`config.mk`:
```
export PLATFORM = sky130hd
export DESIGN_NAME = inst_fifo_flat
export DESIGN_NICKNAME = d
export VERILOG_FILES = /design/src/rtl/inst_fifo_if.sv /design/src/rtl/inst_fifo.sv /design/src/flat_wrapper.sv
export SDC_FILE = /design/constraint.sdc
export NUM_CORES = 2
export LEC_CHECK = 0
export BUFFER_PORTS_ARGS = -buffer_cell sky130_fd_sc_hd__buf_2
export CAP_MARGIN = 20
export CORE_MARGIN = 2
export CORE_UTILIZATION = 30
export CTS_BUF_LIST = sky130_fd_sc_hd__clkbuf_2 sky130_fd_sc_hd__clkbuf_4 sky130_fd_sc_hd__clkbuf_8
export CTS_CLUSTER_SIZE = 10
export DETAILED_ROUTE_END_ITERATION = 7
export SYNTH_ARGS = -nofsm -noshare
export SYNTH_HDL_FRONTEND = slang
export SYNTH_SLANG_ARGS = --single-unit
export TNS_END_PERCENT = 5
```
`constraint.sdc`:
```
create_clock -name clk -period 20.5 [get_ports clk]
set_clock_uncertainty 0.1 [all_clocks]
set_input_delay 2.05 -clock clk [delete_from_list [all_inputs] [get_ports clk]]
set_output_delay 2.05 -clock clk [all_outputs]
set_load 0.1 [all_outputs]
```
`src/rtl/inst_fifo_if.sv`:
```
// inst_fifo_if: fetch/decode side signals of the instruction buffer.
// The slave modport is the buffer itself; the master modport is the fetch/decode pair.
// Optional: with INST_FIFO_ERR_CHK_EN defined, the sticky protocol-error flag is carried too.
interface inst_fifo_if;
   // Control
   logic        flush;
   // Push side (slot 1 is the older instruction)
   logic        write_en1;
   logic        write_en2;
   logic [31:0] write_inst1;
   logic [31:0] write_inst2;
   logic [31:0] write_addr1;
   logic [31:0] write_addr2;
   // Pop side (head and head+1)
   logic        read_en1;
   logic        read_en2;
   logic [31:0] read_inst1;
   logic [31:0] read_inst2;
   logic [31:0] read_addr1;
   logic [31:0] read_addr2;
   logic        read_valid1;
   logic        read_valid2;
   // Occupancy status
   logic        empty;
   logic        fifo_full;
`ifdef INST_FIFO_ERR_CHK_EN
   logic        err_sticky;

   modport slave (
      input  flush,
      input  write_en1, write_en2, write_inst1, write_inst2, write_addr1, write_addr2,
      input  read_en1, read_en2,
      output read_inst1, read_inst2, read_addr1, read_addr2, read_valid1, read_valid2,
      output empty, fifo_full, err_sticky
   );

   modport master (
      output flush,
      output write_en1, write_en2, write_inst1, write_inst2, write_addr1, write_addr2,
      output read_en1, read_en2,
      input  read_inst1, read_inst2, read_addr1, read_addr2, read_valid1, read_valid2,
      input  empty, fifo_full, err_sticky
   );
`else
   modport slave (
      input  flush,
      input  write_en1, write_en2, write_inst1, write_inst2, write_addr1, write_addr2,
      input  read_en1, read_en2,
      output read_inst1, read_inst2, read_addr1, read_addr2, read_valid1, read_valid2,
      output empty, fifo_full
   );

   modport master (
      output flush,
      output write_en1, write_en2, write_inst1, write_inst2, write_addr1, write_addr2,
      output read_en1, read_en2,
      input  read_inst1, read_inst2, read_addr1, read_addr2, read_valid1, read_valid2,
      input  empty, fifo_full
   );
`endif
endinterface

```
`src/rtl/inst_fifo.sv`:
```
// inst_fifo: dual-write / dual-read instruction buffer between fetch and decode.
// Up to two {inst, pc} pairs are pushed and up to two popped per cycle; reads are
// first-word-fall-through from head and head+1. fifo_full asks fetch to hold the PC
// whenever fewer than two slots are free, so an honoured 2-wide push never overflows.
// Optional: define INST_FIFO_ERR_CHK_EN to add err_sticky, a flag that records any
// dropped push, over-count pop, or slot-2 request without slot 1.
module inst_fifo #(
   parameter int unsigned DEPTH = 16
) (
   input  logic       clk,
   input  logic       rst,
   inst_fifo_if.slave bus
);

   localparam int unsigned PTR_W = $clog2(DEPTH);
   localparam int unsigned CNT_W = PTR_W + 1;

   localparam logic [CNT_W-1:0] DEPTH_C = CNT_W'(DEPTH);
   localparam logic [CNT_W-1:0] FULL_TH = CNT_W'(DEPTH - 1);

   // Storage: instruction word and PC per entry
   logic [31:0] r_mem_inst [DEPTH];
   logic [31:0] r_mem_addr [DEPTH];

   logic [PTR_W-1:0] r_head;
   logic [PTR_W-1:0] r_tail;
   logic [CNT_W-1:0] r_count;

   logic [PTR_W-1:0] w_head_p1;
   logic [PTR_W-1:0] w_tail_p1;
   logic [1:0]       w_req_pop;
   logic [1:0]       w_req_push;
   logic [1:0]       w_npop;
   logic [1:0]       w_npush;
   logic [CNT_W-1:0] w_free;
   logic [PTR_W-1:0] w_head_d;
   logic [PTR_W-1:0] w_tail_d;
   logic [CNT_W-1:0] w_count_d;

   // Pointer arithmetic wraps naturally because DEPTH is a power of two
   assign w_head_p1 = r_head + PTR_W'(1);
   assign w_tail_p1 = r_tail + PTR_W'(1);

   // Requested transfer sizes; slot 2 only counts when slot 1 is also requested
   assign w_req_pop  = {1'b0, bus.read_en1}  + {1'b0, bus.read_en1 & bus.read_en2};
   assign w_req_push = {1'b0, bus.write_en1} + {1'b0, bus.write_en1 & bus.write_en2};

   // Pop clamp to occupancy, then push clamp to the space left after this cycle's pop
   always_comb begin
      w_npop  = w_req_pop;
      w_npush = w_req_push;
      w_free  = '0;
      if (CNT_W'(w_req_pop) > r_count) begin
         // Only reachable with count < 2, so the low bits are the whole count
         w_npop = r_count[1:0];
      end
      w_free = DEPTH_C - r_count + CNT_W'(w_npop);
      if (CNT_W'(w_req_push) > w_free) begin
         // Only reachable with free < 2; slot 1 is kept ahead of slot 2
         w_npush = w_free[1:0];
      end
   end

   // Next-state pointers and occupancy
   always_comb begin
      w_head_d  = r_head + PTR_W'(w_npop);
      w_tail_d  = r_tail + PTR_W'(w_npush);
      w_count_d = r_count + CNT_W'(w_npush) - CNT_W'(w_npop);
   end

   // Pointer and occupancy registers; flush discards everything, including same-cycle traffic
   always_ff @(posedge clk) begin
      if (rst) begin
         r_head  <= '0;
         r_tail  <= '0;
         r_count <= '0;
      end else if (bus.flush) begin
         r_head  <= '0;
         r_tail  <= '0;
         r_count <= '0;
      end else begin
         r_head  <= w_head_d;
         r_tail  <= w_tail_d;
         r_count <= w_count_d;
      end
   end

   // Entry writes at tail / tail+1; array contents need no reset since valid is count-based
   always_ff @(posedge clk) begin
      if (!rst && !bus.flush) begin
         if (w_npush != 2'd0) begin
            r_mem_inst[r_tail] <= bus.write_inst1;
            r_mem_addr[r_tail] <= bus.write_addr1;
         end
         if (w_npush == 2'd2) begin
            r_mem_inst[w_tail_p1] <= bus.write_inst2;
            r_mem_addr[w_tail_p1] <= bus.write_addr2;
         end
      end
   end

   // Fall-through read ports and status decoded from registered occupancy
   always_comb begin
      bus.read_inst1  = r_mem_inst[r_head];
      bus.read_addr1  = r_mem_addr[r_head];
      bus.read_inst2  = r_mem_inst[w_head_p1];
      bus.read_addr2  = r_mem_addr[w_head_p1];
      bus.read_valid1 = (r_count != '0);
      bus.read_valid2 = (r_count >= CNT_W'(2));
      bus.empty       = (r_count == '0);
      bus.fifo_full   = (r_count >= FULL_TH);
   end

`ifdef INST_FIFO_ERR_CHK_EN
   logic r_err_sticky;
   logic w_err_event;

   // Any clamped or malformed request this cycle
   always_comb begin
      w_err_event = (w_npush != w_req_push)
                  | (w_npop != w_req_pop)
                  | (bus.write_en2 & ~bus.write_en1)
                  | (bus.read_en2 & ~bus.read_en1);
   end

   // Sticky error flag; only rst clears it so a redirect cannot hide a past violation
   always_ff @(posedge clk) begin
      if (rst) begin
         r_err_sticky <= 1'b0;
      end else if (w_err_event) begin
         r_err_sticky <= 1'b1;
      end
   end

   assign bus.err_sticky = r_err_sticky;
`endif

endmodule

```
`src/flat_wrapper.sv`:
```
// flat-port wrapper written by rule: the top's interface ports become plain ports
module inst_fifo_flat 
#(
   parameter int unsigned DEPTH = 16
)
  (clk, rst, bus_flush, bus_write_en1, bus_write_en2, bus_write_inst1, bus_write_inst2, bus_write_addr1, bus_write_addr2, bus_read_en1, bus_read_en2, bus_read_inst1, bus_read_inst2, bus_read_addr1, bus_read_addr2, bus_read_valid1, bus_read_valid2, bus_empty, bus_fifo_full);
  inst_fifo_if bus_i ();
  input  logic clk;
  input  logic rst;
  input wire logic [$bits(bus_i.flush)-1:0] bus_flush;
  input wire logic [$bits(bus_i.write_en1)-1:0] bus_write_en1;
  input wire logic [$bits(bus_i.write_en2)-1:0] bus_write_en2;
  input wire logic [$bits(bus_i.write_inst1)-1:0] bus_write_inst1;
  input wire logic [$bits(bus_i.write_inst2)-1:0] bus_write_inst2;
  input wire logic [$bits(bus_i.write_addr1)-1:0] bus_write_addr1;
  input wire logic [$bits(bus_i.write_addr2)-1:0] bus_write_addr2;
  input wire logic [$bits(bus_i.read_en1)-1:0] bus_read_en1;
  input wire logic [$bits(bus_i.read_en2)-1:0] bus_read_en2;
  output wire logic [$bits(bus_i.read_inst1)-1:0] bus_read_inst1;
  output wire logic [$bits(bus_i.read_inst2)-1:0] bus_read_inst2;
  output wire logic [$bits(bus_i.read_addr1)-1:0] bus_read_addr1;
  output wire logic [$bits(bus_i.read_addr2)-1:0] bus_read_addr2;
  output wire logic [$bits(bus_i.read_valid1)-1:0] bus_read_valid1;
  output wire logic [$bits(bus_i.read_valid2)-1:0] bus_read_valid2;
  output wire logic [$bits(bus_i.empty)-1:0] bus_empty;
  output wire logic [$bits(bus_i.fifo_full)-1:0] bus_fifo_full;
  assign bus_i.flush = bus_flush;
  assign bus_i.write_en1 = bus_write_en1;
  assign bus_i.write_en2 = bus_write_en2;
  assign bus_i.write_inst1 = bus_write_inst1;
  assign bus_i.write_inst2 = bus_write_inst2;
  assign bus_i.write_addr1 = bus_write_addr1;
  assign bus_i.write_addr2 = bus_write_addr2;
  assign bus_i.read_en1 = bus_read_en1;
  assign bus_i.read_en2 = bus_read_en2;
  assign bus_read_inst1 = bus_i.read_inst1;
  assign bus_read_inst2 = bus_i.read_inst2;
  assign bus_read_addr1 = bus_i.read_addr1;
  assign bus_read_addr2 = bus_i.read_addr2;
  assign bus_read_valid1 = bus_i.read_valid1;
  assign bus_read_valid2 = bus_i.read_valid2;
  assign bus_empty = bus_i.empty;
  assign bus_fifo_full = bus_i.fifo_full;
  inst_fifo #(.DEPTH(DEPTH)) u_core (.clk(clk), .rst(rst), .bus(bus_i));
endmodule
```
==> metrics.txt <==
outcome finished with violations; failing checks design-rule violations; sequential area share after synthesis 0.499; IO Port Bufs approximately 270; fin. max-slew vios 0; DRC Markers 1; TritonRoute pass-1 iters 8; GRT overflow 0; Post-CTS Resized 0; Initial Util 0.303; layout cells sized above 1 0.278; first-pass GRT wire length around 390000 um; MaxCap Viol Count 0; hold slack 606 ps; top cell type's share of synthesized area 0.495; Critical Path RT 20950 ps; drt first-iter violations about 10000; Post-CTS Setup Inserts 0; synthesis warning total 0; Post-Syn Area between 60000 and 70000 sq um; Max VDD drop ~0.19 mV; Via density between 6 and 7; wire per inst roughly 36 um; Post-Route WL ~280000 um; share of the clock period used by the worst path 0.438; cells after synthesis 4955; Post-synth EDFFs slightly above 1000; largest incremental delay on the critical path approximately 830 ps; Synth area leader edfxtp_1; All-Layer GR Usage 0.255; Tmin final between 8000 and 9000 ps; Worst path slowest cell o22ai_4; post-synthesis register bit count around 1000; ys async rst share 0; H-tree levels 4; core area about 200000 sq um; Avg Cell Area, Syn ~13 sq um; Int Power about 4000 uW; antenna violations before repair 72; top post-synthesis cells by count nand2_1 (1171), edfxtp_1 (1024), o22ai_1 (780), mux4_2 (640), clkbuf_1 (486); CP max FO between 100 and 150; vias 52800; Final Hold Vio Count 0; max frequency between 0.1 and 0.15 GHz; Buf/Inv on CP 5; ys flop type edfxtp_1; Sw Share 0.395; Critical Path End Type flip-flop; worst hold-check path type reg2reg; CTS root buf clkbuf_8; most frequent CP cell buf_4; Routed Antenna Nets 0; Clk Latency, worst-skew pair roughly 930 ps; top-level I/O count between 200 and 300; Post-DP HPWL 155000 um; Nets between 5000 and 6000; Cell variety after synth between 40 and 50; vias in the first global route 51200; Arr. time, crit path ~9400 ps; Sw Pwr 2610 uW; die area approximately 210000 sq um; power per cell area 95.1 nW/um^2; RD Place Congestion between 0.8 and 0.9; CTS tree yes; hold_buf cts 0; Crit Path Class in2reg; clk slew on worst S/H paths ~60 ps; Die Width 459 um; CP Cell Sequence buf_2 > and2_1 > ha_1 > nor2b_1 > o2111ai_1 > nand2b_1 > o21a_1 > ha_1 > fa_1 > ha_1 > nor2b_1 > o21ai_1 > a211oi_4 > buf_4 > mux2_8 > buf_4 > o22ai_4 > buf_4 > buf_4; clock network power share 0.278; pin count of the biggest net entering global routing around 150; max_slew headroom 0.182; Static Leak between 0.02 and 0.025 uW; fillcell total around 20000; Worst-Margin Slew approximately 1200 ps; clock sink count slightly above 1000; sequential share of power 0.366; Comb power frac 0.356; clock buffer depth 3; Startpoint Class input pin; RSZ-0062 raised after global routing no; most numerous cell in the Yosys netlist nand2_1; Top delay family on crit path buffers and inverters; Post-Syn Nets a little over 5000; die height 459 um; endpoints failing setup 0; dominant cells by area after synthesis edfxtp_1 (50%), mux4_2 (23%), o22ai_1 (7.9%), nand2_1 (7.1%), clkbuf_1 (2.9%); TritonCTS buffer count around 170; # rows 166; Setup TNS Final 0 ps; synth-to-layout area growth 11.7%
==> layer usage <==
layer,vias up,global-route usage,routed length (um)
li1,19800,-,-
met1,26100,0.316,93200
met2,5586,0.381,122000
met3,1278,0.0889,43700
met4,44,0.157,19400
met5,-,0,268
==> worst register-to-register path, delay by kind of cell, from the launching register on <==
family          cells  cell delay, ps
compound gates      5            1890
simple gates        3             500
mux                 1             710
buf+inv             5            2690
flops               1             430
fa+ha+maj           4            1490
==> power groups by stage <==
stage / Clock [uW] / Combinational, uW / Sequential [uW]
after global placement: 0 / 2310 / 2450
after floorplan: 0 / 1720 / 2440
after detailed placement: 0 / 2320 / 2450
after CTS: 1820 / 2330 / 2410
final: 1840 / 2350 / 2410
after global routing: 1900 / 2440 / 2410
==> cell type report <==
type,count,area (sq um),area share
Clock inverter,72,455,0.00657
Tap cell,2688,3360,0.0485
Clock buffer,226,2750,0.0396
Multi-Input combinational cell,3175,28900,0.417
Sequential cell,1037,31000,0.447
Inverter,80,300,0.00433
Timing Repair Buffer,409,2510,0.0362
Antenna cell,23,57.6,0.000830
==> path summary, 6_finish.rpt <==
check                                                  start                                 end  slack [ps]  cells past startpoint
worst max register to register  u_core.r_count[1]$_SDFF_PP0_  u_core.r_mem_inst[7][15]$_DFFE_PP_       12300                     18
worst min-delay path             u_core.r_tail[3]$_SDFF_PP0_         u_core.r_tail[3]$_SDFF_PP0_         610                      2
worst min register to register   u_core.r_tail[3]$_SDFF_PP0_         u_core.r_tail[3]$_SDFF_PP0_         610                      2
worst max-delay path                            bus_read_en1  u_core.r_mem_inst[7][15]$_DFFE_PP_       11530                     19
==> cell usage in the layout (no fill, tap or decap), drive strengths merged, types with 9 or more instances in the layout <==
master | netlist | routed
dfxtp | 13 | 13
o2111ai | 17 | 17
nor2 | 36 | 36
mux4 | 640 | 640
nand4 | 129 | 129
nand2 | 1171 | 1171
o32ai | 128 | 128
ha | 21 | 21
o31ai | 130 | 130
clkinvlp | 0 | 9
nor3 | 20 | 20
inv | 80 | 87
o21ai | 17 | 17
clkbuf | 486 | 226
o22ai | 780 | 780
edfxtp | 1024 | 1024
diode | 0 | 23
buf | 177 | 409
clkinv | 0 | 53
a21oi | 10 | 10
==> registers in the layout, indices dropped and copies added, names as in the netlist <==
name	flops
u_core.r_count	5
u_core.r_head	4
u_core.r_mem_addr	512
u_core.r_tail	4
u_core.r_mem_inst	512
==> kinds of logic (layout without fill, tap and decap cells) <==
| family | Yosys count | after routing | share of synthesized area |
|---|---|---|---|
| compound gates | 1093 | 1093 | 0.119 |
| xor+xnor | 9 | 9 | 0.00139 |
| fa+ha+maj | 26 | 26 | 0.00584 |
| buf+inv | 743 | 787 | 0.0471 |
| flops | 1037 | 1037 | 0.499 |
| mux | 649 | 649 | 0.234 |
| other cells | 0 | 23 | 0 |
| simple gates | 1398 | 1398 | 0.0932 |
==> stage by stage <==
step | area [sq um] | setup slack [ps] | util | power [uW] | instances
after floorplan | 62100 | 4340 | - | 4160 | 4955
after global placement | 66000 | 10650 | 0.322 | 4760 | 7386
after detailed placement | 66000 | 10860 | 0.322 | 4780 | 7387
after CTS | 69300 | 11830 | 0.337 | 6560 | 7685
after global routing | 69300 | 11420 | 0.338 | 6760 | 7699
final | 69400 | 11530 | 0.338 | 6600 | 7710
Note: power is estimated with default switching activity, not from simulation.
